==> src/rtl/cpu_pkg.sv <==
// Shared types and default constants for the CPU clock controller.
package cpu_pkg;

    typedef enum logic [1:0] {
        STEP_WAIT = 2'd0,
        STEP_HI   = 2'd1,
        RUN       = 2'd2,
        HALTED    = 2'd3
    } cpu_state_t;

    localparam int DEF_CLOCK    = 10_000_000;
    localparam int DEF_DEBOUNCE = 1_000_000;

    // Width of a counter that must hold values 0..n-1 (never narrower than 1 bit).
    function automatic int cnt_width(input int n);
        return (n <= 2) ? 1 : $clog2(n);
    endfunction

endpackage

==> src/rtl/button_debounce.sv <==
// Raw button -> 2-FF synchronizer -> stability filter -> one-cycle press pulse.
module button_debounce
    import cpu_pkg::*;
#(
    parameter int PAR_DEBOUNCE = DEF_DEBOUNCE
) (
    input  logic CLK,
    input  logic RESET,
    input  logic raw,
    output logic press
);

    localparam int CW = cnt_width(PAR_DEBOUNCE);
    localparam logic [CW-1:0] CNT_LAST = CW'(PAR_DEBOUNCE - 1);

    logic [1:0]    sync_reg;
    logic          level_reg, level_next;
    logic [CW-1:0] cnt_reg, cnt_next;
    logic          press_reg, press_next;

    // The level flips only after PAR_DEBOUNCE consecutive disagreeing samples.
    always_comb begin
        level_next = level_reg;
        cnt_next   = '0;
        press_next = 1'b0;
        if (sync_reg[1] != level_reg) begin
            if (cnt_reg == CNT_LAST) begin
                level_next = sync_reg[1];
                press_next = sync_reg[1];
            end else begin
                cnt_next = cnt_reg + 1'b1;
            end
        end
    end

    always_ff @(posedge CLK or posedge RESET) begin
        if (RESET) begin
            sync_reg  <= 2'b00;
            level_reg <= 1'b0;
            cnt_reg   <= '0;
            press_reg <= 1'b0;
        end else begin
            sync_reg  <= {sync_reg[0], raw};
            level_reg <= level_next;
            cnt_reg   <= cnt_next;
            press_reg <= press_next;
        end
    end

    assign press = press_reg;

endmodule

==> src/rtl/cpu_clock_ctrl.sv <==
// CPU clock generator: free-run divider, debounced single-step and halt handling.
module cpu_clock_ctrl
    import cpu_pkg::*;
#(
    parameter int PAR_CLOCK    = DEF_CLOCK,
    parameter int PAR_DEBOUNCE = DEF_DEBOUNCE
) (
    input  logic        CLK,
    input  logic        RESET,
    input  logic        BUTTON,
    input  logic        MODE_RUN,
    input  logic        HALT,
    output logic        CPU_CLOCK,
    output logic        TICK,
    output logic [1:0]  STATE,
    output logic [15:0] CYCLES
);

    localparam int DW = cnt_width(PAR_CLOCK);
    localparam logic [DW-1:0] DIV_LAST  = DW'(PAR_CLOCK - 1);
    localparam logic [DW-1:0] HALF      = DW'(PAR_CLOCK / 2);
    localparam logic [DW-1:0] HALF_LAST = DW'(PAR_CLOCK / 2 - 1);

    cpu_state_t    state_reg, state_next;
    logic [DW-1:0] div_reg, div_next;
    logic          clk_reg, clk_next;
    logic          tick_reg, tick_next;
    logic          halt_pend_reg, halt_pend_next;
    logic [15:0]   cycles_reg, cycles_next;
    logic          press;

    button_debounce #(
        .PAR_DEBOUNCE(PAR_DEBOUNCE)
    ) u_debounce (
        .CLK  (CLK),
        .RESET(RESET),
        .raw  (BUTTON),
        .press(press)
    );

    always_ff @(posedge CLK or posedge RESET) begin
        if (RESET) begin
            state_reg     <= STEP_WAIT;
            div_reg       <= '0;
            clk_reg       <= 1'b0;
            tick_reg      <= 1'b0;
            halt_pend_reg <= 1'b0;
            cycles_reg    <= 16'd0;
        end else begin
            state_reg     <= state_next;
            div_reg       <= div_next;
            clk_reg       <= clk_next;
            tick_reg      <= tick_next;
            halt_pend_reg <= halt_pend_next;
            cycles_reg    <= cycles_next;
        end
    end

    always_comb begin
        state_next     = state_reg;
        div_next       = div_reg;
        halt_pend_next = halt_pend_reg;

        case (state_reg)
            STEP_WAIT: begin
                div_next = '0;
                if (HALT) begin
                    state_next = HALTED;
                end else if (MODE_RUN) begin
                    state_next = RUN;
                end else if (press) begin
                    state_next = STEP_HI;
                end
            end
            STEP_HI: begin
                // A halt seen anywhere in the pulse is deferred to its end.
                halt_pend_next = halt_pend_reg | HALT;
                if (div_reg == HALF_LAST) begin
                    div_next   = '0;
                    state_next = (halt_pend_reg || HALT) ? HALTED : STEP_WAIT;
                end else begin
                    div_next = div_reg + 1'b1;
                end
            end
            RUN: begin
                if (HALT && !clk_reg) begin
                    state_next = HALTED;
                    div_next   = '0;
                end else if (div_reg == DIV_LAST) begin
                    // Leaving RUN only at the period boundary avoids runt pulses.
                    div_next = '0;
                    if (halt_pend_reg || HALT) begin
                        state_next = HALTED;
                    end else if (!MODE_RUN) begin
                        state_next = STEP_WAIT;
                    end
                end else begin
                    div_next       = div_reg + 1'b1;
                    halt_pend_next = halt_pend_reg | HALT;
                end
            end
            HALTED: begin
                div_next = '0;
            end
            default: begin
                state_next = STEP_WAIT;
                div_next   = '0;
            end
        endcase

        if (state_next == STEP_WAIT || state_next == HALTED) begin
            halt_pend_next = 1'b0;
        end

        clk_next    = (state_next == STEP_HI) || ((state_next == RUN) && (div_next >= HALF));
        tick_next   = clk_next & ~clk_reg;
        cycles_next = cycles_reg + {15'd0, tick_next};
    end

    assign CPU_CLOCK = clk_reg;
    assign TICK      = tick_reg;
    assign STATE     = state_reg;
    assign CYCLES    = cycles_reg;

endmodule

==> config.mk <==
export PLATFORM = sky130hd
export DESIGN_NAME = cpu_clock_ctrl
export DESIGN_NICKNAME = d
export VERILOG_FILES = /design/src/rtl/cpu_pkg.sv /design/src/rtl/button_debounce.sv /design/src/rtl/cpu_clock_ctrl.sv
export SDC_FILE = /design/constraint.sdc
export NUM_CORES = 1
export LEC_CHECK = 0
export ABC_CLOCK_PERIOD_IN_PS = 4800
export CORE_ASPECT_RATIO = 1.5
export CORE_MARGIN = 2
export CORE_UTILIZATION = 50
export DETAILED_ROUTE_END_ITERATION = 16
export GPL_TIMING_DRIVEN = 0
export PLACE_DENSITY_LB_ADDON = 0.15
export SYNTH_ARGS = -nofsm -noshare
export SYNTH_HDL_FRONTEND = slang
export SYNTH_SLANG_ARGS = --single-unit
==> constraint.sdc <==
create_clock -name CLK -period 4.8 [get_ports CLK]
set_clock_uncertainty 0.2 [all_clocks]
set_input_delay 1.44 -clock CLK [delete_from_list [all_inputs] [get_ports CLK]]
set_output_delay 1.44 -clock CLK [all_outputs]
set_load 0.01 [all_outputs]
## Yosys cells after proc, flatten, opt, wreduce, memory -nomap -nowiden

Cells that the tools add are included.
W data, S select, Z words.

| operators by class | value |
|---|---|
| eq/ne operators | 12 |
| order comparisons | 1 |
| add/sub/neg operators | 3 |
| bitwise operators | 3 |
| multiplexer cells | 22 |
| reductions and logical operators | 12 |

Operator list:

| operator | number |
|---|---|
| $mux W24 | 3 |
| $pmux W24 S3 | 1 |
| $mux W20 | 2 |
| $add A24 B1 Y24 const B | 1 |
| $eq A24 B23 Y1 const B | 1 |
| $eq A24 B24 Y1 const B | 1 |
| $ge A24 B23 Y1 const B | 1 |
| $add A20 B1 Y20 const B | 1 |
| $eq A20 B20 Y1 const B | 1 |
| $mux W2 | 9 |
| $add A16 B1 Y16 | 1 |
| $eq A2 B2 Y1 const B | 4 |
| $ne A3 B3 Y1 const B | 2 |
| $pmux W2 S3 | 1 |
| $mux W1 | 5 |
| $eq A2 B1 Y1 const B | 2 |
| $logic_not A2 Y1 | 2 |
| $logic_or A1 B1 Y1 | 3 |
| $reduce_and A3 Y1 | 1 |
| $reduce_bool A3 Y1 | 1 |
| $logic_and A1 B1 Y1 | 2 |
| $pmux W1 S2 | 1 |
| $reduce_and A2 Y1 | 1 |
| $reduce_or A2 Y1 | 1 |
| other kinds (5) | 5 |

| word-level totals | value |
|---|---|
| input port bits | 5 |
| output and inout port bits | 20 |
| register bits after elaboration | 69 |
| logic and storage cells | 63 |

## Logic depth before layout (Yosys ltp)

| logic depth | value |
|---|---|
| word-level depth | 10 |
| mapped depth | 19 |
| gate-level depth less buffers | 19 |

## Hierarchy

A second synthesis with hierarchy kept.

| unflattened totals | value |
|---|---|
| cells, all modules | 382 |
| area, all modules | 3786.1 um2 |

By module, submodules not included:

| module | times used | seq. area each (um2) | area an instance (um2) | cells each |
|---|---|---|---|---|
| cpu_clock_ctrl | 1 | 1126.1 | 2597.5 | 274 |
| button_debounce | 1 | 600.6 | 1188.6 | 108 |

## Least setup slack after synthesis

No wires, ideal clock.

| timing path | value |
|---|---|
| path type | register to register |
| start | register div_reg[13] |
| end | register cycles_reg[14], in the netlist CYCLES[14] |
| arrival time | 3.928 ns |
| path slack | 0.593 ns |
| period minus slack after synthesis | 4.207 ns |
| path buffers | 0 |
| library setup time | 0.079 ns |
| data required time | 4.521 ns |
| cell stages (with the launch flop) | 18 |
| cells stage by stage | dfrtp_1 -> or4_1 -> or4_4 -> nor4_4 -> and2b_1 -> o21ai_0 -> and2_1 -> o21a_1 -> ha_1 -> a2111oi_4 -> a211oi_1 -> ha_1 -> ha_1 -> nand3_1 -> nor2_1 -> nand4_1 -> nor2_1 -> xor2_1 |

| between the ends | value |
|---|---|
| cells in the longest elaborated chain, start to end | 9 |
| elaborated cells on any way between the ends | 18 |
| classes of those cells | 2 x add/sub; 1 x order compare; 4 x eq/ne; 8 x mux; 1 x bitwise; 2 x reduce/logical |

RTL lines:

| element | RTL line | source |
|---|---|---|
| start, declared | cpu_clock_ctrl.sv:25 | `logic [DW-1:0] div_reg, div_next;` |
| start signal, assigned | cpu_clock_ctrl.sv:51 | `div_reg <= div_next;` |
| $eq A24 B24 Y1 | cpu_clock_ctrl.sv:89 | `end else if (div_reg == DIV_LAST) begin` |
| $mux W2 | cpu_clock_ctrl.sv:89 |  |
| $mux W2 | cpu_clock_ctrl.sv:86 | `if (HALT && !clk_reg) begin` |
| $pmux W2 S3 (*) | cpu_clock_ctrl.sv:64 | `case (state_reg)` |
| via state_next[0] | cpu_clock_ctrl.sv:24 | `cpu_state_t state_reg, state_next;` |
| $eq A2 B2 Y1 | cpu_clock_ctrl.sv:115 | `clk_next = (state_next == STEP_HI) \|\| ((state_next == RUN) && (div_next >= HALF));` |
| $logic_and A1 B1 Y1 | cpu_clock_ctrl.sv:115 |  |
| $logic_or A1 B1 Y1 (*) | cpu_clock_ctrl.sv:115 |  |
| $and A1 B1 Y1 (*) | cpu_clock_ctrl.sv:116 | `tick_next = clk_next & ~clk_reg;` |
| via tick_next | cpu_clock_ctrl.sv:27 | `logic tick_reg, tick_next;` |
| $add A16 B1 Y16 (*) | cpu_clock_ctrl.sv:117 | `cycles_next = cycles_reg + {15'd0, tick_next};` |
| via cycles_next[14] | cpu_clock_ctrl.sv:29 | `logic [15:0] cycles_reg, cycles_next;` |
| end signal, assigned | cpu_clock_ctrl.sv:55 | `cycles_reg <= cycles_next;` |
| end, declared | cpu_clock_ctrl.sv:29 |  |

The timed path passes the listed nets; every way through them passes the cells marked *.
A chain may end at the register's enable or synchronous reset.

## Worst setup path in the final report

| timing path | value |
|---|---|
| start | input HALT |
| end | register cycles_reg[10], in the netlist CYCLES[10] |

| between the ends | value |
|---|---|
| cells in the longest elaborated chain, start to end | 10 |
| elaborated cells on any way between the ends | 18 |
| classes of those cells | 1 x add/sub; 1 x order compare; 2 x eq/ne; 9 x mux; 1 x bitwise; 4 x reduce/logical |

RTL lines:

| element | RTL line | source |
|---|---|---|
| start, declared | cpu_clock_ctrl.sv:12 | `input logic HALT,` |
| parallel branches: the longest is 7 deep, another holds $ge A24 B23 Y1 | n/a |  |
| $logic_or A1 B1 Y1 (*) | cpu_clock_ctrl.sv:115 |  |
| $and A1 B1 Y1 (*) | cpu_clock_ctrl.sv:116 |  |
| via tick_next | cpu_clock_ctrl.sv:27 |  |
| $add A16 B1 Y16 (*) | cpu_clock_ctrl.sv:117 |  |
| via cycles_next[10] | cpu_clock_ctrl.sv:29 |  |

Mark *: on every way through the listed nets, which the timed path passes.

==> metrics <==
Clock Tree Root=clkbuf_8; total wire length=7120 um; hold endpoint=u_debounce.sync_reg[1]; total chip power=1.21 mW; Worst Tran Pin Value=835 ps; number of H-tree levels=3; Synth Area in Simple Gates=0.275; GRT Total Usage=0.203; Largest stage delay, worst path=580 ps; Synthesis Warnings=0; share of cells above drive strength 1=0.0865; status=finished, final reports clean; distinct cell type count after synthesis=44; start of the worst register-to-register path=div_reg[13]; drt initial violations=174; synthesized area=3500 um2; post-synthesis compound-gate area fraction=0.0558; placed cell count=453; max_cap viols=0; Hold Fails Final Rpt=0; Finished Core Util=0.604; final setup margin=276 ps; Peak VDD IR=227 uV; number of global-route vias before repair=2607; Final Instance Area=4110 um2; mux cell area share after synthesis=0.00322; Post-DRT Antenna Nets=0; Initial Util=0.514; crit start category=primary input; Syn Area/Cell=9.96 um2; Slew Viols, Final=0; most frequent cells in the layout=dfrtp_1 (68), nor2_1 (55), nand2_1 (28), xor2_1 (28), xnor2_1 (27); Reg clk slew, reported paths=70 ps; post-synthesis adder-cell area fraction=0.0215; worst min path class=flop to flop; # rows=37; FMAX=0.221 GHz; Antenna Diode Count=0; PortBufs=24; period utilization=0.943; via-per-instance ratio=5.62; total gr overflow=0; post-synthesis sequential area ratio=0.494; Seq cells post-synth=69; FFs w/ async S/R, synth=1.00; # IOs=25; vias=2645; relative slew slack=0.443; fraction of synthesized cell area in xor and xnor cells=0.138; CP max-delay cell=nor4_1; critical path launch point=HALT; clock sink total=69; Max Root-Sink Buffers=2; Crit Path Max Fanout=7; DIE HEIGHT=106 um; Core Area=6810 um2; pin count of the biggest net entering global routing=70; RR Endpoint=CYCLES[10]; synthesized netlist cell count=351; R2R cell count=17; top_reg_cell synth=dfrtp_1; Cell Count, Final, Fillers Out=471; pwr dens=295 nW/um2; flop2flop setup slack=340 ps; Critical Path RT=4840 ps; Skew-Pair Late Insertion Delay=350 ps; global-route wire length before repair=11900 um; die area=7690 um2; CTS Buf Count=9; Final #Nets=399; Pre-antenna DRT Iters=4; Final Setup Violations=0; hold depth=0; crit-path cells=clkdlybuf4s50_1 > nand2b_1 > nand2_1 > o22a_4 > nor4_1 > a2111oi_4 > a211oi_2 > ha_2 > ha_1 > nand3_2 > nor2_2 > nand4_1 > buf_4 > xnor2_1; CTS tree=built; most common cell after layout, fill and taps aside=dfrtp_1; Post-synth EDFFs=0; dpl ws=-285 ps; Hold Path Origin=u_debounce.sync_reg[0]; die span in x=72.3 um; combinational family with the most area after synthesis=simple AND/OR/NAND/NOR gates; post-synth net total=362; DP HPWL=5080 um; Area Overhead vs Synth=17.5%; area post-placement=3840 um2; initial antenna violation count=0; max reg flops=24; Worst Setup End Kind=flop; Worst Path Arrival=4560 ps; RD Place Congestion=0.861; crit path kind=primary input to flop; wire per inst=15.1 um; # DRC=0; Leakage=1.72 nW; post-layout minimum cycle time=4520 ps
## critical path, delay by kind of cell
| family | cells | cell delay, ps |
|---|---|---|
| compound gates | 3 | 660 |
| buf+inv | 2 | 670 |
| xor+xnor | 1 | 110 |
| simple gates | 6 | 1220 |
| fa+ha+maj | 2 | 450 |
## routing by layer
metal / wire, um / track usage
met1: 2820 / 0.231
met2: 3860 / 0.342
met3: 255 / 0.0445
met4: 185 / 0.119
met5: 0 / 0
## synthesized netlist by cell type (2+ instances only)
master	instances	area, um2
dfrtp_1	69	1730
nor2_1	57	214
nand2_1	28	105
xor2_1	28	245
xnor2_1	27	236
nand3_1	22	110
and3_1	11	68.8
nand4_1	10	62.6
nor3_1	10	50.1
inv_1	8	30.0
a21oi_1	6	30.0
ha_1	6	75.1
nor2b_1	6	37.5
nor4_1	6	37.5
or3_1	6	37.5
o21ai_0	5	25.0
clkbuf_1	4	15.0
or4_1	4	30.0
and2_1	3	18.8
nand2b_1	3	18.8
nand4b_1	3	26.3
a21o_1	2	15.0
and4_1	2	17.5
and4b_1	2	20.0
nor3b_1	2	15.0
nor4_2	2	25.0
o21a_1	2	15.0
## kinds of logic after synthesis
family | after synthesis
muxes | 1
and+or+nand+nor | 183
DFF | 69
adders and majority gates | 6
AOI/OAI and AO/OA | 25
buffers and inverters | 12
xor gates and xnor gates | 55
## how the worst max path moves through the flow
stage                            end  slack, ps
final                     CYCLES[10]        280
after CTS                 CYCLES[14]         80
after detailed placement  CYCLES[14]       -280
after global placement    CYCLES[14]       -270
after floorplan           CYCLES[14]        590
after global routing      CYCLES[14]         -5
## area by class of cell
cell class | instances | area, um2
fillers | 587 | 2700
clock inverters | 4 | 70.1
flip-flops and latches | 69 | 1730
multi-input cells | 270 | 1750
clock buffers | 12 | 155
inverters | 8 | 32.5
repair buffers | 26 | 255
plain buffers | 4 | 15.0
well taps | 78 | 97.6
## per-stage QoR
stage / hold slack, ps / TNS, ps
4_1_cts: 157 / 0
3_5_place_dp: 142 / -1290
2_1_floorplan: 131 / 0
3_3_place_gp: 134 / -1110
5_1_grt: 160 / -5.35
6_report: 152 / 0
## what timing repair did
item,4_1_cts,5_1_grt
gates resized for setup,1,7
hold buffers,0,0
setup buffers,0,2
endpoints found under the setup margin,2,6
pin swaps,0,6
## power by group
group | switching [mW] | leakage (nW) | internal, mW
sequential | 0.0149 | 0.942 | 0.595
clock | 0.217 | 0.116 | 0.319
combinational | 0.0363 | 0.661 | 0.0307
total | 0.269 | 1.72 | 0.945
Power figures use the tool's default switching activity.
